## src/rtl/led_cycle_two_dir_if.sv

```systemverilog
// Button-side request flags and LED drive bundle for the bidirectional LED chaser.
// The master drives the flags and observes the LEDs; the slave is the chaser itself.
interface led_cycle_two_dir_if #(
  parameter int LED_W = 4
);
  logic             flag1;
  logic             flag2;
  logic [LED_W-1:0] pio_led;

  modport master (
    output flag1,
    output flag2,
    input  pio_led
  );

  modport slave (
    input  flag1,
    input  flag2,
    output pio_led
  );
endinterface

```

## src/rtl/led_cycle_two_dir.sv

```systemverilog
// One-hot LED chaser rotating left (flag1) or right (flag2) once every STEP_CYCLES clocks.
// First step lands STEP_CYCLES edges after an accepted flag edge; no backpressure, inputs are level flags.
module led_cycle_two_dir #(
  parameter int LED_W       = 4,
  parameter int STEP_CYCLES = 4
) (
  input  logic              clk,
  input  logic              rst_n,
  led_cycle_two_dir_if.slave led
);

  localparam int CNT_W = (STEP_CYCLES > 1) ? $clog2(STEP_CYCLES) : 1;
  localparam logic [CNT_W-1:0] CNT_MAX = CNT_W'(STEP_CYCLES - 1);

  typedef enum logic [1:0] {
    IDLE  = 2'd0,
    LEFT  = 2'd1,
    RIGHT = 2'd2
  } state_t;

  state_t           state_q, state_d;
  logic [CNT_W-1:0] cnt_q, cnt_d;
  logic [LED_W-1:0] led_q, led_d;
  logic             flag1_d, flag2_d;

  logic rise1, rise2;
  logic req_left, req_right;
  logic step_due;

  // A flag already high when reset releases counts as an edge, since the delayed copy is 0.
  assign rise1     = led.flag1 & ~flag1_d;
  assign rise2     = led.flag2 & ~flag2_d;
  assign req_left  = rise1 & ~rise2;
  assign req_right = rise2 & ~rise1;
  assign step_due  = (cnt_q == CNT_MAX);

  always_ff @(posedge clk) begin
    if (rst_n) begin
      state_q <= IDLE;
      cnt_q   <= '0;
      led_q   <= LED_W'(1);
      flag1_d <= 1'b0;
      flag2_d <= 1'b0;
    end else begin
      state_q <= state_d;
      cnt_q   <= cnt_d;
      led_q   <= led_d;
      flag1_d <= led.flag1;
      flag2_d <= led.flag2;
    end
  end

  // Simultaneous rises fall through to plain stepping, so the step phase is preserved.
  always_comb begin
    state_d = state_q;
    cnt_d   = cnt_q;
    led_d   = led_q;
    unique case (state_q)
      IDLE: begin
        cnt_d = '0;
        if (req_left) begin
          state_d = LEFT;
        end else if (req_right) begin
          state_d = RIGHT;
        end
      end
      LEFT: begin
        if (req_right) begin
          state_d = RIGHT;
          cnt_d   = '0;
        end else if (step_due) begin
          cnt_d = '0;
          led_d = {led_q[LED_W-2:0], led_q[LED_W-1]};
        end else begin
          cnt_d = cnt_q + CNT_W'(1);
        end
      end
      RIGHT: begin
        if (req_left) begin
          state_d = LEFT;
          cnt_d   = '0;
        end else if (step_due) begin
          cnt_d = '0;
          led_d = {led_q[0], led_q[LED_W-1:1]};
        end else begin
          cnt_d = cnt_q + CNT_W'(1);
        end
      end
      default: begin
        state_d = IDLE;
        cnt_d   = '0;
      end
    endcase
  end

  assign led.pio_led = led_q;

endmodule

```

## src/flat_wrapper.sv

```systemverilog
// flat-port wrapper written by rule: the top's interface ports become plain ports
module led_cycle_two_dir_flat 
#(
  parameter int LED_W       = 4,
  parameter int STEP_CYCLES = 4
)
  (clk, rst_n, led_flag1, led_flag2, led_pio_led);
  led_cycle_two_dir_if #(.LED_W(LED_W)) led_i ();
  input  logic clk;
  input  logic rst_n;
  input wire logic [$bits(led_i.flag1)-1:0] led_flag1;
  input wire logic [$bits(led_i.flag2)-1:0] led_flag2;
  output wire logic [$bits(led_i.pio_led)-1:0] led_pio_led;
  assign led_i.flag1 = led_flag1;
  assign led_i.flag2 = led_flag2;
  assign led_pio_led = led_i.pio_led;
  led_cycle_two_dir #(.LED_W(LED_W), .STEP_CYCLES(STEP_CYCLES)) u_core (.clk(clk), .rst_n(rst_n), .led(led_i));
endmodule
```

## config.mk

```make
export PLATFORM = sky130hd
export DESIGN_NAME = led_cycle_two_dir_flat
export DESIGN_NICKNAME = d
export VERILOG_FILES = /design/src/rtl/led_cycle_two_dir_if.sv /design/src/rtl/led_cycle_two_dir.sv /design/src/flat_wrapper.sv
export SDC_FILE = /design/constraint.sdc
export NUM_CORES = 1
export LEC_CHECK = 0
export ABC_AREA = 1
export BUFFER_PORTS_ARGS = -buffer_cell sky130_fd_sc_hd__buf_2
export CAP_MARGIN = 20
export CORE_UTILIZATION = 45
export CTS_BUF_LIST = sky130_fd_sc_hd__clkbuf_4 sky130_fd_sc_hd__clkbuf_8
export DETAILED_ROUTE_END_ITERATION = 6
export GPL_ROUTABILITY_DRIVEN = 0
export GPL_TIMING_DRIVEN = 0
export HOLD_SLACK_MARGIN = 0.03
export PLACE_DENSITY_LB_ADDON = 0.15
export SLEW_MARGIN = 20
export SYNTH_ARGS = -nofsm -noshare
export SYNTH_HDL_FRONTEND = slang
export SYNTH_SLANG_ARGS = --single-unit
```

## constraint.sdc

```tcl
create_clock -name clk -period 1.3 [get_ports clk]
set_input_delay 0.13 -clock clk [delete_from_list [all_inputs] [get_ports clk]]
set_output_delay 0.13 -clock clk [all_outputs]
set_load 0.02 [all_outputs]
```

# After elaboration in Yosys (flattened, before gate mapping)

Index checks and enable logic that the tools add are counted.
Widths: inputs -> output; s select.

Equality and inequality tests: 8
Divide/modulo/power cells: 0
Bitwise logic cells: 8
Shifts and indexed selects: 0
$lt $le $gt $ge: 0
Reduce and logical (&&, ||, !) cells: 3
$mul: 0
$add $sub $neg: 1
Mux-type cells: 13

Operators with widths:

| operator            | number |
|---|---|
| $mux 4              | 4 |
| $mux 2              | 6 |
| $pmux 4 s2          | 1 |
| $ne 2x1->1 const B  | 3 |
| $pmux 2 s3          | 1 |
| $reduce_and 5->1    | 1 |
| $and 1x1->1         | 4 |
| $eq 2x2->1 const B  | 2 |
| $ne 2x2->1 const B  | 2 |
| $not 1->1           | 4 |
| $pmux 2 s2          | 1 |
| $add 2x1->2 const B | 1 |
| $eq 2x1->1 const B  | 1 |
| $logic_not 2->1     | 1 |
| $reduce_bool 2->1   | 1 |

Bits in latches: 0
Memory bits (writable): 0
Input bits: 4
Bits in read-only memories: 0
Logic and storage cells: 38
Register bits after elaboration: 10
Output and inout port bits: 4
Memories: 0

# Longest topological paths before layout

Depth in word-level cells: 7
Gate-level depth with buffers: 9
Depth with buffers taken out: 9

# Worst setup path before layout

OpenSTA, ideal clock, no wires.

Path type: reg-to-reg
Start point: reg u_core.state_q[0]
End point: reg u_core.led_q[3] (netlist: u_core.led.pio_led[3])
Period minus slack after synthesis: 1.323 ns
Arrival time: 1.210 ns
Path slack: -0.023 ns
Data required time: 1.187 ns
Library setup time: 0.113 ns
Stages on the path, launching flop included: 10
Cells stage by stage: dfxtp_1 > inv_1 > ha_1 > buf_4 > nand2_1 > nand2_2 > nor2_4 > nand2_1 > nand2_1 > nor2_1

Longest elaborated chain between the ends: 3

RTL lines:

| element                                         | line                    | source |
|---|---|---|
| start: declaration                              | led_cycle_two_dir.sv:21 | `state_t state_q, state_d;` |
| start signal: assignment                        | led_cycle_two_dir.sv:45 | `state_q <= state_d;` |
| $eq 2x2->1 / $eq 2x1->1 (equally long branches) | led_cycle_two_dir.sv:58 | `unique case (state_q)` |
| $ne 2x2->1 (no line) (tied with other cells)    | --                      |  |
| $reduce_and 5->1 (no line)                      | --                      |  |
| end signal: assignment                          | led_cycle_two_dir.sv:47 | `led_q <= led_d;` |
| end: declaration                                | led_cycle_two_dir.sv:23 | `logic [LED_W-1:0] led_q, led_d;` |

Several ways; a longest one is shown, not always the timed one.
A chain may end at the register's enable or synchronous reset.

# Final worst setup path

Ends and elaborated chain as after synthesis.

==> flow_summary_export.csv <==
group,metric,value,unit
die,rows,12,
job,max_cap_violations,0,
worst_setup_path,worstSetupStartpointType,"flip-flop",
clock_tree,clock_sinks,10,
sta,rsz0062_at_grt,"true",
detailed_routing,wl_per_cell,10.7,um
power,power.total,949,uW
finish,fin_nets,107,
worst_setup_path,arrival,1.42,ns
sta,post-route-period-util,0.960,
yosys,ys_warn_count,0,
detailed_routing,drt_wl_total,1190,um
die,io_pins,8,
yosys,ys_seq_elements,10,
finish,layout_commonest_cell,"nand2_1",
worst_setup_path,reg2reg_from,"u_core.state_q[0]$_SDFFE_PP0P_",
die,fp.dieH,38.6,um
worst_hold_path,hold_path_class,"in -> reg",
finish,final_area,808,sq um
finish,diodes,0,
sta,maxSlewHeadroom,0.852,
yosys,synth_area_leaders,"dfxtp_1, nand2_1, ha_1",
die,die_area,1490,sq um
die,core-area,1170,sq um
place,dpl_cell_area,657,sq um
grt,grt_max_degree,8,
yosys,synth.cell_area,604,sq um
worst_setup_path,startpoint,"u_core.state_q[0]$_SDFFE_PP0P_",
die,die_w,38.6,um
place,dp_cells,103,
grt,antenna_found_initial,0,
sta,finalSetupViolations,0,
detailed_routing,drtAntennaViolNets,0,
clock_tree,numCtsBuffers,3,
sta,fmax,801,MHz
finish,fill_cells,103,
yosys,syn_nets,91,
sta,hold_violations,0,
place,port_buffers,7,
detailed_routing,routed_via_density,4.92,
outcome,outcome,"completed",
clock_tree,cts_max_level,1,
detailed_routing,drc,0,
yosys,synth_area_leader_cell,"dfxtp_1",
worst_setup_path,endpoint_kind,"flip-flop",
detailed_routing,drt-initial-drc-count,12,
finish,final_cell_mix,"nand2_1, nor2_1, inv_1",
die,start_util,0.516,
clock_tree,clk_path_buf_depth,2,
clock_tree,clock_latency,0.27,ns
sta,fin_crit,1.25,ns
worst_setup_path,worstPathRequired,1.48,ns
worst_setup_path,critPathKind,"reg -> reg",
grt,grt_usage,0.204,
clock_tree,clk_pin_slew_worst_paths,0.07,ns
worst_setup_path,crit_fanout,7,
detailed_routing,firstDrtPassIters,4,
worst_hold_path,hold_path_startpoint,"rst_n",
clock_tree,cts_root_buffer,"clkbuf_4",
finish,drive_gt1_frac,0.392,
sta,fin_worst_skew,0.00238,ns
place,place_hpwl,787,um
yosys,synth_area_per_cell,7.37,sq um
finish,stdcell_count,111,
detailed_routing,vias,546,
sta,slew_violations,0,
power,p_leak,0.349,nW
yosys,seq_area_frac_synth,0.331,
power,cellPowerDensity,1170,nW/um^2
finish,area_delta_synth_final,33.7,%
yosys,netlist_instances,82,
power,vdd_drop_max,857,uV
yosys,yosysUniqueCellTypes,19,
sta,tightest_slew,0.220,ns
yosys,synth_top_area_share,0.331,
grt,gr-total-overflow,0,
grt,grt_pass1_vias,499,
sta,whs,0.0493,ns
grt,grt_pass1_wl,1990,um
clock_tree,cts_tree,"yes",
## synth_stat cells
cell / n
buf_4: 1
or2_2: 1
mux2i_1: 3
nand3_1: 4
nor3b_2: 1
dfxtp_1: 10
nor2_2: 1
inv_2: 2
o21ai_0: 4
ha_1: 5
o21ai_1: 1
nand2_1: 18
inv_1: 11
a21oi_1: 2
nor2_1: 10
nand2_2: 2
nand3_2: 3
nor2_4: 2
nor3_1: 1
## registers in the layout (all words and copies together), names as in the netlist
register and cells:
u_core.flag1_d 1, u_core.state_q 2, u_core.flag2_d 1, u_core.cnt_q 2, u_core.led.pio_led 4
## timing repair
item | CTS | global route
hold buffers | 0 | 0
buffers inserted | 4 | 1
setup endpoints to repair | 6 | 6
gates resized for setup | 13 | 8
pin swaps | 7 | 7
gates cloned | 0 | 0
## kinds of logic (layout without fill, tap and decap cells)
logic type               after synthesis  in the layout  share of synthesized area
AO/OA/AOI/OAI                          7              7                     0.0580
adder cells (fa/ha/maj)                5              5                      0.104
buffers and inverters                 14             29                     0.0932
multiplexers                           3              3                     0.0497
AND/OR/NAND/NOR                       43             43                      0.364
flip-flops                            10             10                      0.331
## power breakdown
part	internal (mW)	switching [mW]	leakage, nW
Combinational	0.130	0.165	0.245
Sequential	0.337	0.0307	0.0835
Clock	0.170	0.117	0.0210
Total	0.637	0.313	0.349
## final cells by class
type / count / area (sq um) / area share
Clock buffer: 4 / 36.3 / 0.0449
Inverter: 13 / 53.8 / 0.0666
Multi-Input combinational cell: 58 / 420 / 0.520
Sequential cell: 10 / 208 / 0.257
Tap cell: 14 / 17.5 / 0.0217
Timing Repair Buffer: 12 / 72.6 / 0.0898
## per-layer routing
layer  track usage  wire [um]  vias to the layer above
li1              -          -                      286
met1         0.275        638                      248
met2         0.271        479                        7
met3        0.0520         32                        5
met4         0.155         39                        0
met5             0          0                        -
## critical path, cell delays in order (launching register included)
cell	delay, ns
dfxtp_4	0.39
inv_4	0.05
ha_4	0.28
nand3_4	0.07
nor2_4	0.17
nand2_1	0.09
nand2_1	0.06
nor2_1	0.04
## final timing paths
path	slack, ns	cells past startpoint	to
setup / recovery	0.05	7	u_core.led.pio_led[3]$_SDFFE_PP0P_
hold / removal	0.05	2	u_core.state_q[0]$_SDFFE_PP0P_
setup reg to reg	0.05	7	u_core.led.pio_led[3]$_SDFFE_PP0P_
hold reg to reg	0.44	1	u_core.cnt_q[0]$_SDFF_PP0_
## through the flow
step / worst slack (ns) / utilization / setup TNS [ns]
after global placement: -0.106 / 0.561 / -0.433
after global routing: -0.0197 / 0.690 / -0.0515
after CTS: -0.00306 / 0.661 / -0.00306
after detailed placement: -0.134 / 0.561 / -0.517
final: 0.0516 / 0.690 / 0
after floorplan: 0.000992 / - / 0
Note: power is estimated with default switching activity, not from simulation.
